File: config.mk
export PLATFORM = sky130hd
export DESIGN_NAME = cornet_bus_seq
export DESIGN_NICKNAME = d
export VERILOG_FILES = /design/src/rtl/cornet_bus_pkg.sv /design/src/rtl/cornet_rr_arbiter.sv /design/src/rtl/cornet_bus_seq.sv
export SDC_FILE = /design/constraint.sdc
export NUM_CORES = 1
export LEC_CHECK = 0
export BUFFER_PORTS_ARGS = -buffer_cell sky130_fd_sc_hd__buf_2
export CORE_MARGIN = 5
export CORE_UTILIZATION = 35
export CTS_CLUSTER_DIAMETER = 200
export DETAILED_ROUTE_END_ITERATION = 12
export PLACE_DENSITY = 0.67
export SLEW_MARGIN = 40
export SYNTH_ARGS = -nofsm -noshare
export SYNTH_HDL_FRONTEND = slang
export SYNTH_SLANG_ARGS = --single-unit
export TNS_END_PERCENT = 20
File: constraint.sdc
create_clock -name clk -period 3.9 [get_ports clk]
set_clock_uncertainty 0.15 [all_clocks]
set_input_delay 0.585 -clock clk [delete_from_list [all_inputs] [get_ports clk]]
set_output_delay 0.585 -clock clk [all_outputs]
set_load 0.03 [all_outputs]
File: src/rtl/cornet_bus_pkg.sv
// Shared types, limits and helpers for the Cornet multi-channel bus sequencer.
// Contents: sequencer state enum, parameter limits, clog2 helper (minimum 1).
// Used by cornet_bus_seq and cornet_rr_arbiter through a wildcard import.
package cornet_bus_pkg;

   localparam int MAX_BYTES_LIMIT = 4;
   localparam int NUM_CH_LIMIT    = 8;

   typedef enum logic [1:0] {
      IDLE  = 2'd0,
      READ  = 2'd1,
      WRITE = 2'd2,
      DONE  = 2'd3
   } state_t;

   // Index/length field width; never narrower than one bit.
   function automatic int clog2_min1(input int value);
      return (value <= 2) ? 1 : $clog2(value);
   endfunction

endpackage

File: src/rtl/cornet_rr_arbiter.sv
// Combinational round-robin arbiter: picks the first requester at or after ptr.
// Ports: req (per-channel request), ptr (search start), grant (index), valid.
// No state; the caller owns and advances ptr.
module cornet_rr_arbiter
   import cornet_bus_pkg::*;
#(
   parameter int NUM_CH = 2,
   parameter int IDX_W  = clog2_min1(NUM_CH)
) (
   input  logic [NUM_CH-1:0] req,
   input  logic [IDX_W-1:0]  ptr,
   output logic [IDX_W-1:0]  grant,
   output logic              valid
);

   logic [IDX_W-1:0] idx;

   // Scan from the farthest candidate back to ptr so the nearest one wins.
   always_comb begin
      grant = '0;
      valid = 1'b0;
      idx   = '0;
      for (int i = NUM_CH - 1; i >= 0; i--) begin
         idx = IDX_W'((int'(ptr) + i) % NUM_CH);
         if (req[idx]) begin
            grant = idx;
            valid = 1'b1;
         end
      end
   end

endmodule

File: src/rtl/cornet_bus_seq.sv
// Multi-channel bus sequencer: round-robin grant, serialises little-endian
// transactions onto an 8-bit bus. Ports: ch_* requester side (req/we/len/addr/
// wdata in, ack/rdata out); bus side bus_addr, rd_req/rd_ack/rd_data, wr_data/
// wr_enable. All outputs registered. Macro CORNET_BUS_WRITE_EN enables writes;
// without it every transaction is a read and the write outputs are tied 0.
module cornet_bus_seq
   import cornet_bus_pkg::*;
#(
   parameter int NUM_CH    = 2,
   parameter int ADDR_W    = 16,
   parameter int MAX_BYTES = 2,
   parameter int LEN_W     = clog2_min1(MAX_BYTES)
) (
   input  logic                          clk,
   input  logic                          reset_n,
   input  logic [NUM_CH-1:0]             ch_req,
   input  logic [NUM_CH-1:0]             ch_we,
   input  logic [NUM_CH*LEN_W-1:0]       ch_len,
   input  logic [NUM_CH*ADDR_W-1:0]      ch_addr,
   input  logic [NUM_CH*8*MAX_BYTES-1:0] ch_wdata,
   output logic [NUM_CH-1:0]             ch_ack,
   output logic [8*MAX_BYTES-1:0]        ch_rdata,
   output logic [ADDR_W-1:0]             bus_addr,
   output logic                          rd_req,
   input  logic                          rd_ack,
   input  logic [7:0]                    rd_data,
   output logic [7:0]                    wr_data,
   output logic                          wr_enable
);

   localparam int IDX_W = clog2_min1(NUM_CH);
   localparam int CNT_W = LEN_W + 1;   // write counter runs one past len
   localparam int DAT_W = 8 * MAX_BYTES;

   state_t            state, state_nx;
   logic [IDX_W-1:0]  rr_ptr, gnt_idx, id;
   logic              gnt_vld;
   logic [ADDR_W-1:0] base, sel_addr;
   logic [LEN_W-1:0]  len, sel_len, raw_len;
   logic              sel_we;
   logic [CNT_W-1:0]  cnt, cnt_inc;
   logic [DAT_W-1:0]  shadow, rd_merged;
   logic              last_rd;

   cornet_rr_arbiter #(.NUM_CH(NUM_CH), .IDX_W(IDX_W)) u_arb (
      .req   (ch_req),
      .ptr   (rr_ptr),
      .grant (gnt_idx),
      .valid (gnt_vld)
   );

   assign raw_len  = ch_len[gnt_idx*LEN_W +: LEN_W];
   assign sel_len  = (int'(raw_len) > MAX_BYTES - 1) ? LEN_W'(MAX_BYTES - 1) : raw_len;
   assign sel_addr = ch_addr[gnt_idx*ADDR_W +: ADDR_W];
   assign cnt_inc  = cnt + CNT_W'(1);
   assign last_rd  = rd_ack && (cnt == CNT_W'(len));

`ifdef CORNET_BUS_WRITE_EN
   logic [DAT_W-1:0] wbuf, sel_wdata;
   assign sel_we    = ch_we[gnt_idx];
   assign sel_wdata = ch_wdata[gnt_idx*DAT_W +: DAT_W];
`else
   logic unused_wr;
   assign unused_wr = &{1'b0, ch_we, ch_wdata};
   assign sel_we    = 1'b0;
   assign wr_enable = 1'b0;
   assign wr_data   = 8'h00;
`endif

   // Result as it will look once the current byte lands, bytes above len zeroed.
   always_comb begin
      rd_merged = shadow;
      rd_merged[cnt[LEN_W-1:0]*8 +: 8] = rd_data;
      for (int b = 0; b < MAX_BYTES; b++) begin
         if (b > int'(len)) rd_merged[b*8 +: 8] = 8'h00;
      end
   end

   always_ff @(posedge clk or negedge reset_n) begin
      if (!reset_n) state <= IDLE;
      else          state <= state_nx;
   end

   always_comb begin
      state_nx = state;
      case (state)
         IDLE:  if (gnt_vld) state_nx = sel_we ? WRITE : READ;
         READ:  if (last_rd) state_nx = DONE;
`ifdef CORNET_BUS_WRITE_EN
         WRITE: if (cnt > CNT_W'(len)) state_nx = DONE;
`endif
         DONE:  state_nx = IDLE;
         default: state_nx = IDLE;
      endcase
   end

   always_ff @(posedge clk or negedge reset_n) begin
      if (!reset_n) begin
         rr_ptr    <= '0;
         id        <= '0;
         base      <= '0;
         len       <= '0;
         cnt       <= '0;
         shadow    <= '0;
         ch_ack    <= '0;
         ch_rdata  <= '0;
         bus_addr  <= '0;
         rd_req    <= 1'b0;
`ifdef CORNET_BUS_WRITE_EN
         wbuf      <= '0;
         wr_enable <= 1'b0;
         wr_data   <= 8'h00;
`endif
      end else begin
         ch_ack <= '0;
         case (state)
            IDLE: if (gnt_vld) begin
               id       <= gnt_idx;
               rr_ptr   <= (gnt_idx == IDX_W'(NUM_CH - 1)) ? '0 : gnt_idx + IDX_W'(1);
               base     <= sel_addr;
               len      <= sel_len;
               bus_addr <= sel_addr;
               cnt      <= '0;
`ifdef CORNET_BUS_WRITE_EN
               if (sel_we) begin
                  // First strobe goes out with the grant itself.
                  wbuf      <= sel_wdata;
                  wr_enable <= 1'b1;
                  wr_data   <= sel_wdata[7:0];
                  cnt       <= CNT_W'(1);
               end else
`endif
               rd_req <= 1'b1;
            end
            READ: if (rd_ack) begin
               shadow[cnt[LEN_W-1:0]*8 +: 8] <= rd_data;
               if (last_rd) begin
                  rd_req   <= 1'b0;
                  ch_rdata <= rd_merged;
                  ch_ack   <= NUM_CH'(1) << id;
               end else begin
                  cnt      <= cnt_inc;
                  bus_addr <= base + ADDR_W'(cnt_inc);
               end
            end
`ifdef CORNET_BUS_WRITE_EN
            WRITE: begin
               if (cnt > CNT_W'(len)) begin
                  wr_enable <= 1'b0;
                  ch_ack    <= NUM_CH'(1) << id;
               end else begin
                  wr_data  <= wbuf[cnt[LEN_W-1:0]*8 +: 8];
                  bus_addr <= base + ADDR_W'(cnt);
                  cnt      <= cnt_inc;
               end
            end
`endif
            default: ;
         endcase
      end
   end

endmodule

==> results of run 1 <==
[kinds of logic (layout without fill, tap and decap cells)]
logic type | count (synthesis) | count (layout) | synth area share
flops | 66 | 66 | 0.5136
simple gates | 79 | 79 | 0.1226
other cells | 1 | 9 | 0.001166
mux | 33 | 33 | 0.1058
fa+ha+maj | 3 | 3 | 0.01401
compound gates | 73 | 73 | 0.1483
xor+xnor | 13 | 13 | 0.03541
buf+inv | 32 | 107 | 0.05914
[per-stage QoR]
stage / hold slack (ns) / instances / util
after global placement: 0.2885 / 477 / 0.4010
after global routing: 0.3202 / 494 / 0.4276
after floorplan: 0.1394 / 308 / -
after detailed placement: 0.2932 / 477 / 0.4010
final: 0.3060 / 494 / 0.4276
after CTS: 0.3032 / 494 / 0.4268
[state kept, by name, indices dropped and copies added, names as in the netlist]
register,flops
ch_rdata,16
ch_ack,2
rr_ptr,1
bus_addr,16
base,16
rd_req,1
state,2
id,1
shadow,8
len,1
cnt,2
[Yosys cell counts (all sizes together) (3+ instances only)]
cell and n:
xnor2 8, o21ai 29, mux2 8, nor2 14
dfrtp 66, a221o 3, a22o 15, clkbuf 5
nor3 4, nand3 7, xor2 5, nand4 3
nand2 38, a21o 7, inv 6, buf 21
a21oi 10, a211oi 4, mux2i 25
[routing by layer]
metal	GRT usage	up-vias	wire, µm
met4	0.03423	0	59
met1	0.1704	1157	3184
met3	0.04776	6	479
met5	0	-	0
li1	-	1201	-
met2	0.2268	64	3482
[power by group through the flow]
stage / registers (µW) / logic (µW) / clock network (µW)
detailed placement: 1250 / 1540 / 0
global placement: 1240 / 1500 / 0
global route: 1280 / 1710 / 700
floorplan: 1480 / 937 / 0
CTS: 1240 / 1550 / 663
finish: 1240 / 1530 / 647
[final cells by class]
cell class              instances  area, µm²
fillers                       897       5214
clock buffers                   9      123.9
repair buffers                 85      437.9
inverters                       6      22.52
multi-input cells             210       1419
flip-flops and latches         66       1652
clock inverters                 7      101.3
well taps                     111      138.9
[critical path: stages, from the launching register on]
cell and delay [ns]:
dfrtp_1 0.85, xor2_1 0.34, fa_1 0.28, nand3_1 0.21
nor3_1 0.34, and3_1 0.22, xor2_1 0.07, a221o_1 0.31
[how the worst max path moves through the flow]
| stage | start | endpoint | slack [ns] | cells after the start |
|---|---|---|---|---|
| 3_3_place_gp | cnt[0] | bus_addr[12] | 1.02 | 7 |
| 6_report | cnt[0] | bus_addr[12] | 1.02 | 7 |
| 2_1_floorplan | cnt[0] | bus_addr[12] | 1.17 | 10 |
| 3_5_place_dp | cnt[0] | bus_addr[12] | 1.04 | 7 |
| 5_1_grt | cnt[0] | bus_addr[12] | 0.78 | 7 |
| 4_1_cts | cnt[0] | bus_addr[12] | 1.02 | 7 |
==> impl_metrics.toml, run 1 <==
[floorplanning]
placementRows = 35
dieHeight_um = 105.9
initial_core_util = 0.3530
pin_count = 125
die-area_um2 = 11200
core_area_um2 = 9109
die_x_um = 105.9

[setup_path]
crit_type = "flip-flop to flip-flop"
cp-start-kind = "flip-flop"
reg2reg_slack_ns = 1.02
regToRegEndpoint = "bus_addr[12]"
arrival_ns = 2.95
worstSetupEndpointType = "flip-flop"
cp_max_fo = 15
cp.required_ns = 3.97
rr_worst_depth = 7
r2r-start = "cnt[0]"

[clocking]
cts_buffers = 9
cts_root_buf = "clkbuf_8"
clkLatencyLatePin_ns = 0.34
cts_tree = "yes"
ctsLongestPathBuffers = 2
cts_hold_buf = 1
post_cts.repair.setup_buffers = 0
h-tree-depth = 3
clk_pin_slew_worst_paths_ns = 0.08
cts.sinks = 66
cts_resized = 0

[drt]
dr.pass1.iters = 4
drtAntennaViolNets = 0
avgViaCountPerCell = 4.915
wl_per_cell_um = 14.59
vias = 2428
drtIter0Drc = 120
wirelength_mm = 7.205
post-route-drc-count = 0

[timing]
maxSlewViolCount = 0
fin_tns_setup_ns = 0
max_freq_mhz = 347.3
period_needed_ns = 2.879
setup_viol = 0
fin_ws_ns = 1.021
worstMarginPinSlew_ns = 0.7858
final_hold_viol_count = 0
fin_crit_sh = 0.7382
slew_headroom = 0.4751
grt_setup_unrepaired = "false"

[logic_synthesis]
synth-edff-count = 0
synth_ff_type = "dfrtp_1"
synth_area_per_cell_um2 = 10.72
synth_top_area_cell = "dfrtp_1"
synth_top_area_frac = 0.5136
yosysUniqueCellTypes = 42
synth_area_um2 = 3216
syn_inst = 300
synthArstFlopShare = 1.000
yosys_register_bits = 66
yosysWarnings = 0
yosysSeqAreaShare = 0.5136
synth.top_cells.by_area = "dfrtp_1, mux2i_1, nand2_1, a22o_1, o21ai_0"

[cells_and_area]
mostFrequentLayoutCells = "buf_2, dfrtp_1, nand2_1"
layout-drive-gt1-share = 0.3029
num_antenna_cells = 0
final_common_cell = "buf_2"
nets = 462
fin_area_um2 = 3895
syn2layout_area_growth_pct = 21.13

[pwr]
p_leak_uw = 0.001979
p_sw_uw = 1478
switching_share = 0.4327
power_density_nw_per_um2 = 877.4
p_int_uw = 1939
total_power_uw = 3417
seqPwrFrac = 0.363
power_frac_comb = 0.448
p_clk_frac = 0.189
vdd_drop_max_mv = 0.3920

[global_route]
grt_max_degree = 53
grt_pass1_wl_mm = 12.21
overflow = 0
track_usage = 0.1367
antenna_found_initial = 0
grt_pass1_vias = 2523

[place]
gp_congestion = 0.7581
portBuffers = 81
place_area_um2 = 3652
dp_hpwl_mm = 5.244
post-place-ws_ns = 1.043

[hold_path]
holdPathEnd = "ch_ack[0]"
worstHoldPathType = "flip-flop to flip-flop"
whs_path_depth = 1
hold_start = "id"

[outcome]
status = "finished, final reports clean"

[run]
drv_cap = 0
No activity file was read; power rests on OpenSTA's default activity.
==> run 2: changes to the inputs <==
- clock period: 3.9 -> 3 ns (I/O delays scaled with it)
==> run 2 against run 1 <==
Maximum frequency is 17% higher. Cell area rose by 0.48%. Register-to-register slack got worse by 0.48 ns. Total power increased by 29%. Largest cell class unchanged. Worst hold slack worse by 0.11 ns. Final cell count grew 0.61%. Sequential share of layout area is 0.20 points lower. Highest routed layer unchanged. Worst setup slack got worse by 0.48 ns.
==> impl_metrics.toml, run 2 (synthesis results as in run 1) <==
[pwr]
power_density_nw_per_um2 = 1124
total_power_uw = 4400
vdd_drop_max_mv = 0.4075
p_leak_uw = 0.001996

[global_route]
antenna_found_initial = 0
grt_pass1_vias = 2464
overflow = 0
track_usage = 0.1348
grt_pass1_wl_mm = 11.92
grt_max_degree = 35

[setup_path]
critPathMaxStageDelay_ns = 0.46
crit_type = "flip-flop to flip-flop"
cpMostUsedCell = "xor2_1"
regToRegEndpoint = "bus_addr[12]"
worstSetupEndpointType = "flip-flop"
slowest_stage = "dfrtp_1"
cp.required_ns = 3.09
r2r-start = "cnt[1]"
worstPathCellList = "xor2_1 > fa_1 > nand3_1 > nor3_1 > and3_1 > xor2_1 > a221o_1"
crit_family = "simple AND/OR/NAND/NOR gates"
cp_max_fo = 5
cp-start-kind = "flip-flop"
rr_worst_depth = 7
arrival_ns = 2.54
reg2reg_slack_ns = 0.55
path_buf_inv = 0

[timing]
final_hold_viol_count = 0
max_freq_mhz = 407.4
setup_viol = 0
fin_crit_sh = 0.8183
slew_headroom = 0.5591
period_needed_ns = 2.455
worstMarginPinSlew_ns = 0.6613
fin_tns_setup_ns = 0
maxSlewViolCount = 0
grt_setup_unrepaired = "false"

[floorplanning]
dieHeight_um = 105.9
die_x_um = 105.9
core_area_um2 = 9109
pin_count = 125
die-area_um2 = 11200
placementRows = 35
initial_core_util = 0.3530

[place]
portBuffers = 81
dp_hpwl_mm = 5.325
gp_congestion = 0.7847
dp.cells = 480

[hold_path]
worstHoldPathType = "primary input to flip-flop"
whs_path_depth = 2
hold_start = "rd_data[1]"
holdPathEnd = "ch_rdata[9]"

[clocking]
ctsLongestPathBuffers = 2
post_cts.repair.setup_buffers = 0
cts_buffers = 9
cts_tree = "yes"
clkLatencyLatePin_ns = 0.35
h-tree-depth = 3
cts.sinks = 66
clk_pin_slew_worst_paths_ns = 0.08
cts_root_buf = "clkbuf_8"

[cells_and_area]
mostFrequentLayoutCells = "buf_2, dfrtp_1, nand2_1"
layout-drive-gt1-share = 0.3083
nets = 465
finalNonFillerCells = 497
final_common_cell = "buf_2"
num_antenna_cells = 0
syn2layout_area_growth_pct = 21.71
reg_top3 = "base x16, bus_addr x16, ch_rdata x16"

[drt]
wirelength_mm = 7.267
avgViaCountPerCell = 4.845
drtIter0Drc = 90
wl_per_cell_um = 14.62
post-route-drc-count = 0
dr.pass1.iters = 4
drtAntennaViolNets = 0
vias = 2408

[run]
drv_cap = 0

[outcome]
status = "finished, final reports clean"
[run 2: how the worst max path moves through the flow]
stage                 from      endpoint  slack (ns)  cells past startpoint
floorplan           cnt[0]  bus_addr[12]        0.27                     10
global placement    cnt[1]  bus_addr[12]        0.56                      7
detailed placement  cnt[1]  bus_addr[12]        0.55                      7
CTS                 cnt[1]  bus_addr[12]        0.52                      7
global route        cnt[1]  bus_addr[12]        0.36                      7
finish              cnt[1]  bus_addr[12]        0.55                      7
[run 2: cell type report]
type	count	area, µm²
Inverter	6	22.52
Timing Repair Buffer	88	488.0
Sequential cell	66	1652
Clock buffer	9	123.9
Tap cell	111	138.9
Clock inverter	7	77.57
Multi-Input combinational cell	210	1411
Fill cell	911	5195
[run 2: worst register-to-register path, stage by stage, from the launching register on]
cell and delay, ns:
dfrtp_1 0.46, xor2_1 0.31, fa_1 0.28, nand3_1 0.20, nor3_1 0.34, and3_1 0.22, xor2_1 0.07, a221o_1 0.32
[run 2: what timing repair did]
action,in CTS,in global routing
endpoints found under the hold margin,0,32
hold buffers,0,1
resized for setup,0,0
[run 2: where the power goes]
part	switching [µW]	total (µW)	internal [µW]	leakage (µW)
Combinational	1270	2050	787	0.00107
Clock	378	767	389	0.0000998
Sequential	285	1580	1290	0.000825
Total	1930	4400	2470	0.00200
[run 2: per-stage QoR]
stage,setup slack (ns),area [µm²],hold WS (ns),util
detailed placement,0.5524,3700,0.3020,0.4062
global placement,0.5647,3700,0.2871,0.4062
global route,0.3621,3914,0.1771,0.4297
CTS,0.5196,3901,0.02785,0.4283
floorplan,0.2712,3246,0.004409,-
finish,0.5451,3914,0.2006,0.4297
[run 2: per-layer routing]
metal | share of wire | GRT usage
met2 | 0.49 | 0.2272
met5 | 0 | 0
met4 | 0.014 | 0.04440
met1 | 0.44 | 0.1627
met3 | 0.062 | 0.04348
